File: config.mk
export PLATFORM = sky130hd
export DESIGN_NAME = bus_arbiter
export DESIGN_NICKNAME = d
export VERILOG_FILES = /design/src/rtl/scpu_pkg.sv /design/src/rtl/bus_arbiter_rr_pick.sv /design/src/rtl/bus_arbiter.sv
export SDC_FILE = /design/constraint.sdc
export NUM_CORES = 1
export LEC_CHECK = 0
export CORE_MARGIN = 3
export CORE_UTILIZATION = 30
export DETAILED_ROUTE_END_ITERATION = 12
export REMOVE_ABC_BUFFERS = 1
export SLEW_MARGIN = 20
export SYNTH_ARGS = -nofsm -noshare
export SYNTH_HDL_FRONTEND = slang
export SYNTH_SLANG_ARGS = --single-unit
export TNS_END_PERCENT = 100
File: constraint.sdc
create_clock -name clk -period 3.36 [get_ports clk]
set_input_delay 0.672 -clock clk [delete_from_list [all_inputs] [get_ports clk]]
set_output_delay 0.672 -clock clk [all_outputs]
set_load 0.005 [all_outputs]
File: src/rtl/scpu_pkg.sv
// Shared types and constants for the memory bus arbiter: FSM states,
// requester ids and the default memory latency.
package scpu_pkg;

    typedef enum logic [1:0] {
        IDLE,
        SETUP,
        ACCESS,
        DONE
    } state_t;

    localparam logic REQ_CU  = 1'b0;
    localparam logic REQ_DBG = 1'b1;

    localparam int unsigned MEM_LAT_DEFAULT = 1;

endpackage

File: src/rtl/bus_arbiter_rr_pick.sv
// Two-way priority picker: the requester named by pointer wins a tie,
// a lone requester always wins.
module rr_pick (
    input  logic req0,
    input  logic req1,
    input  logic pointer,
    output logic valid,
    output logic id
);

    assign valid = req0 | req1;
    assign id    = (req0 & req1) ? pointer : req1;

endmodule

File: src/rtl/bus_arbiter.sv
// Two-requester memory bus arbiter with a SETUP/ACCESS/DONE transaction FSM.
// Define ARB_FIXED_PRIO_EN to give requester 0 fixed priority instead of round robin.
module bus_arbiter
    import scpu_pkg::*;
#(
    parameter int unsigned MEM_LAT = MEM_LAT_DEFAULT
) (
    input  logic        clk,
    input  logic        rst,
    input  logic        req0,
    input  logic        req1,
    input  logic        we0,
    input  logic        we1,
    input  logic [15:0] addr0,
    input  logic [15:0] addr1,
    input  logic [7:0]  wdata0,
    input  logic [7:0]  wdata1,
    output logic        gnt0,
    output logic        gnt1,
    output logic        ack0,
    output logic        ack1,
    output logic [7:0]  rdata,
    output logic        mem_ce,
    output logic        mem_r,
    output logic        mem_w,
    output logic        mem_oe,
    output logic [15:0] mem_addr,
    output logic [7:0]  mem_wdata,
    input  logic [7:0]  mem_rdata,
    output logic        busy
);

    localparam logic [3:0] LAT_LOAD = 4'(MEM_LAT - 1);

    state_t      state, state_nxt;
    logic [3:0]  cnt;
    logic        win;
    logic        lat_we;
    logic [15:0] lat_addr;
    logic [7:0]  lat_wdata;
    logic [7:0]  rdata_q;
    logic        pick_valid;
    logic        pick_id;

`ifdef ARB_FIXED_PRIO_EN
    assign pick_valid = req0 | req1;
    assign pick_id    = req0 ? REQ_CU : REQ_DBG;
`else
    logic pointer;

    rr_pick u_pick (
        .req0    (req0),
        .req1    (req1),
        .pointer (pointer),
        .valid   (pick_valid),
        .id      (pick_id)
    );

    always_ff @(posedge clk) begin
        if (rst)
            pointer <= REQ_CU;
        else if (state == IDLE && pick_valid)
            pointer <= ~pick_id;
    end
`endif

    always_ff @(posedge clk) begin
        if (rst)
            state <= IDLE;
        else
            state <= state_nxt;
    end

    // Requester inputs are only looked at in IDLE; everything after runs off the latched copy.
    always_ff @(posedge clk) begin
        if (rst) begin
            cnt       <= '0;
            win       <= REQ_CU;
            lat_we    <= 1'b0;
            lat_addr  <= '0;
            lat_wdata <= '0;
            rdata_q   <= '0;
        end else begin
            unique case (state)
                IDLE: begin
                    if (pick_valid) begin
                        win       <= pick_id;
                        lat_we    <= pick_id ? we1    : we0;
                        lat_addr  <= pick_id ? addr1  : addr0;
                        lat_wdata <= pick_id ? wdata1 : wdata0;
                    end
                end
                SETUP: cnt <= LAT_LOAD;
                ACCESS: begin
                    if (cnt != '0)
                        cnt <= cnt - 4'd1;
                    else if (!lat_we)
                        rdata_q <= mem_rdata;
                end
                DONE: ;
            endcase
        end
    end

    always_comb begin
        state_nxt = state;
        gnt0      = 1'b0;
        gnt1      = 1'b0;
        ack0      = 1'b0;
        ack1      = 1'b0;
        mem_ce    = 1'b0;
        mem_r     = 1'b0;
        mem_w     = 1'b0;
        mem_oe    = 1'b0;
        busy      = 1'b1;
        unique case (state)
            IDLE: begin
                busy = 1'b0;
                if (pick_valid)
                    state_nxt = SETUP;
            end
            SETUP: begin
                gnt0      = (win == REQ_CU);
                gnt1      = (win == REQ_DBG);
                mem_ce    = 1'b1;
                state_nxt = ACCESS;
            end
            ACCESS: begin
                gnt0   = (win == REQ_CU);
                gnt1   = (win == REQ_DBG);
                mem_ce = 1'b1;
                mem_r  = ~lat_we;
                mem_oe = ~lat_we;
                mem_w  = lat_we;
                if (cnt == '0)
                    state_nxt = DONE;
            end
            DONE: begin
                gnt0      = (win == REQ_CU);
                gnt1      = (win == REQ_DBG);
                ack0      = (win == REQ_CU);
                ack1      = (win == REQ_DBG);
                state_nxt = IDLE;
            end
        endcase
    end

    assign mem_addr  = lat_addr;
    assign mem_wdata = lat_wdata;
    assign rdata     = rdata_q;

endmodule
==> summary.md <==
| Metric | Value |
|---|---|
| Status | `finished, final reports clean` |
| Detail Route Antenna Nets | `0` |
| Layout Cell Area excl Fill | `3060 um^2` |
| Antenna Cells | `0` |
| Worst Tran Pin Value | `1.05 ns` |
| Comb pwr share | `0.466` |
| TritonCTS clock tree | `done` |
| Drt total wl | `6090 um` |
| Net Sw Power | `0.000660 W` |
| Antenna violations before repair | `0` |
| Placed cell area | `2960 um^2` |
| Pwr dens | `623 nW/um^2` |
| Via count | `2004` |
| Max Slew Vio Count | `0` |
| Metal1 wirelength | `2730 um` |
| Nets | `379` |
| Drt wl/cell | `15.8 um` |
| Register bit total from synthesis | `41` |
| Die height | `85.8 um` |
| Post-Synth Adder-Cell Area | `0.0458` |
| Fmax | `354 MHz` |
| Starting density of the core | `0.315` |
| Slew HR | `0.302` |
| Reg2Reg Setup Slack | `1.37 ns` |
| WP data required | `2.69 ns` |
| Avg Inst Size Synth | `8.73 um^2` |
| Fin. Hold Viols | `0` |
| Lkg Pwr | `1.08 nW` |
| 1st-iter DRT viols | `95` |
| Placer Congestion | `0.745` |
| CTS buffer count | `5` |
| Layout cell share with drive strength beyond 1 | `0.0514` |
| Synth Area in Compound Gates | `0.264` |
| Buf/Inv on CP | `3` |
| IO Count | `103` |
| Grt ovf | `0` |
| Finished Core Util | `0.505` |
| CP Max Fanout | `11` |
| Min-Delay Path Class | `reg2reg` |
| Top Metal Used | `met4` |
| Final setup TNS | `0 ns` |
| Crit path kind | `reg2out` |
| Max-Cap Viols | `0` |
| DIE AREA | `7370 um^2` |
| P&R area growth vs syn | `60.1%` |
| Vias/cell | `5.19` |
| Largest delay contributor family on the critical path | `buffers and inverters` |
| Power share of the clock group | `0.189` |
| CTS max path bufs | `2` |
| Die Width | `85.8 um` |
| Postcts setup bufs | `0` |
| Worst EP arrival | `2.15 ns` |
| CP Cell Sequence | `inv_1 -> ha_1 -> nand2b_1 -> clkinv_1 -> clkdlybuf4s50_1` |
| Fillcell total | `588` |
| Clk_skew | `0.00827 ns` |
| First-pass GRT wire length | `9800 um` |
| Critical path's largest stage delay | `0.52 ns` |
| Row cnt | `28` |
| Vias in the first global route | `1993` |
| Yosys cell types | `29` |
| Simple-Gate Fraction of Synth Area | `0.173` |
| Xor-xnor portion of the synthesized cell area | `0` |
| CP max-delay cell | `clkdlybuf4s50_1` |
| Port Buffer Count | `102` |
| Largest net degree at the start of global routing | `27` |
| Core footprint | `6060 um^2` |
| RSZ-0062 raised after global routing | `no` |
| H-tree depth | `2` |
| Hold_buf cts | `0` |
| Synth warn | `0` |
| Startpoint types | `register` |
| Setup crit end kind | `output port` |
| Worst skew pair latency | `0.30 ns` |
| Flop pwr share | `0.344` |
| Met2 Wirelength | `2870 um` |
| Final setup viols | `0` |
| Post-route DRC | `0` |
| Gate Count Post-Synth | `219` |
| Final Cycle Share | `0.841` |
| Clock sink total | `41` |
| HPWL after DPL | `4350 um` |
| Post-route minimum period | `2.83 ns` |
| Sequential area share after synthesis | `0.429` |
| Mux cell area share after synthesis | `0.0157` |
| Switching part of the total | `0.346` |
| Cell area after synthesis | `1910 um^2` |
| CTS clk-pin slew, worst paths | `0.08 ns` |
| Largest family of logic cells by synthesized area | `compound AO/OA/AOI/OAI gates` |
| Tot GR Track Use | `0.165` |
| Resized Gates After CTS | `0` |
| CTS root buf | `clkbuf_8` |
| Peak supply drop | `0.425 mV` |
| Cell Int Power | `0.00125 W` |
| DR WL met3 | `403 um` |
| Initial DRT Pass Iterations | `4` |
## cells in the mapped netlist
library cell / count / share of area
and2_1: 4 / 0.013
o21ai_0: 8 / 0.021
a41o_1: 1 / 0.0052
nand2b_1: 5 / 0.016
inv_1: 7 / 0.014
nor3_1: 3 / 0.0079
nand3_1: 35 / 0.092
buf_4: 2 / 0.0079
a211oi_2: 1 / 0.0065
nand2_1: 2 / 0.0039
clkinv_1: 1 / 0.0020
a21o_1: 1 / 0.0039
a22oi_1: 1 / 0.0039
nor2_1: 2 / 0.0039
dfxtp_1: 41 / 0.43
nor2b_1: 4 / 0.013
a32oi_1: 25 / 0.11
o21ai_2: 1 / 0.0046
a2111oi_0: 1 / 0.0046
or3_1: 2 / 0.0065
clkbuf_1: 9 / 0.018
o211ai_1: 2 / 0.0079
nor3b_1: 2 / 0.0079
buf_2: 12 / 0.031
nand3b_1: 1 / 0.0039
ha_1: 7 / 0.046
mux2i_1: 3 / 0.016
a21oi_1: 35 / 0.092
or3b_1: 1 / 0.0046
## path summary, 6_finish.rpt
path | from | end | depth (start not counted)
max reg2reg | state[0]$_SDFFE_PP0P_ | mem_wdata[2]$_SDFFE_PP0P_ | 6
min | rdata[6]$_SDFFE_PP0P_ | rdata[6]$_SDFFE_PP0P_ | 2
max | state[0]$_SDFFE_PP0P_ | mem_oe | 5
min reg2reg | rdata[6]$_SDFFE_PP0P_ | rdata[6]$_SDFFE_PP0P_ | 2
## layer usage
layer	global-route usage	vias up
met2	0.262	64
met5	0	-
met4	0.0518	0
met3	0.0480	6
li1	-	996
met1	0.216	938
## through the flow
| stage | instances | total power, W | hold WS [ns] | setup WS, ns |
|---|---|---|---|---|
| finish | 386 | 0.00191 | 0.480 | 0.534 |
| global route | 386 | 0.00204 | 0.509 | 0.334 |
| CTS | 386 | 0.00193 | 0.479 | 0.501 |
| detailed placement | 378 | 0.00156 | 0.470 | 0.839 |
| global placement | 378 | 0.00156 | 0.463 | 0.886 |
| floorplan | 196 | 0.00108 | 0.464 | 1.53 |
## worst min-delay path, cell delays in order (launching register included)
cell	delay, ns
dfxtp_1	0.31
o21ai_0	0.07
a21oi_1	0.06
## flip-flops by register name (all words and copies together) (netlist names)
signal     cells
cnt            4
win            1
mem_addr      16
mem_wdata      8
pointer        1
rdata          8
lat_we         1
state          2
## final cells by class
| type | instances | area, um^2 | share of cell area |
|---|---|---|---|
| clock buffer | 7 | 96.3 | 0.0315 |
| inverter | 8 | 30.0 | 0.00981 |
| tap | 75 | 93.8 | 0.0306 |
| sequential | 41 | 821 | 0.268 |
| multi-input combinational | 147 | 957 | 0.313 |
| clock inverter | 1 | 5.00 | 0.00163 |
| timing repair buffer | 107 | 1060 | 0.346 |
## power by group through the flow
stage                     Sequential [W]  Combinational (W)  Clock [W]
after floorplan                 0.000669           0.000409          0
after global placement          0.000668           0.000890          0
after detailed placement        0.000667           0.000895          0
after CTS                       0.000657           0.000899   0.000372
after global routing            0.000673           0.000978   0.000392
final                           0.000657           0.000889   0.000361
## layout by cell type, fill, tap and decap left out, types with 4 or more instances in the layout
| master | n |
|---|---|
| ha_1 | 7 |
| inv_1 | 7 |
| clkbuf_8 | 7 |
| buf_4 | 5 |
| clkdlybuf4s50_1 | 102 |
| nor2b_1 | 4 |
| a32oi_1 | 25 |
| dfxtp_1 | 41 |
| o21ai_0 | 8 |
| nand2b_1 | 5 |
| a21oi_1 | 35 |
| nand3_1 | 35 |
| and2_1 | 4 |
## cell families after synthesis
family                     count (synthesis)
AOI/OAI and AO/OA                         76
and+or+nand+nor                           61
adders and majority gates                  7
DFF                                       41
buffers and inverters                     31
muxes                                      3
Note: power is estimated with default switching activity, not from simulation.
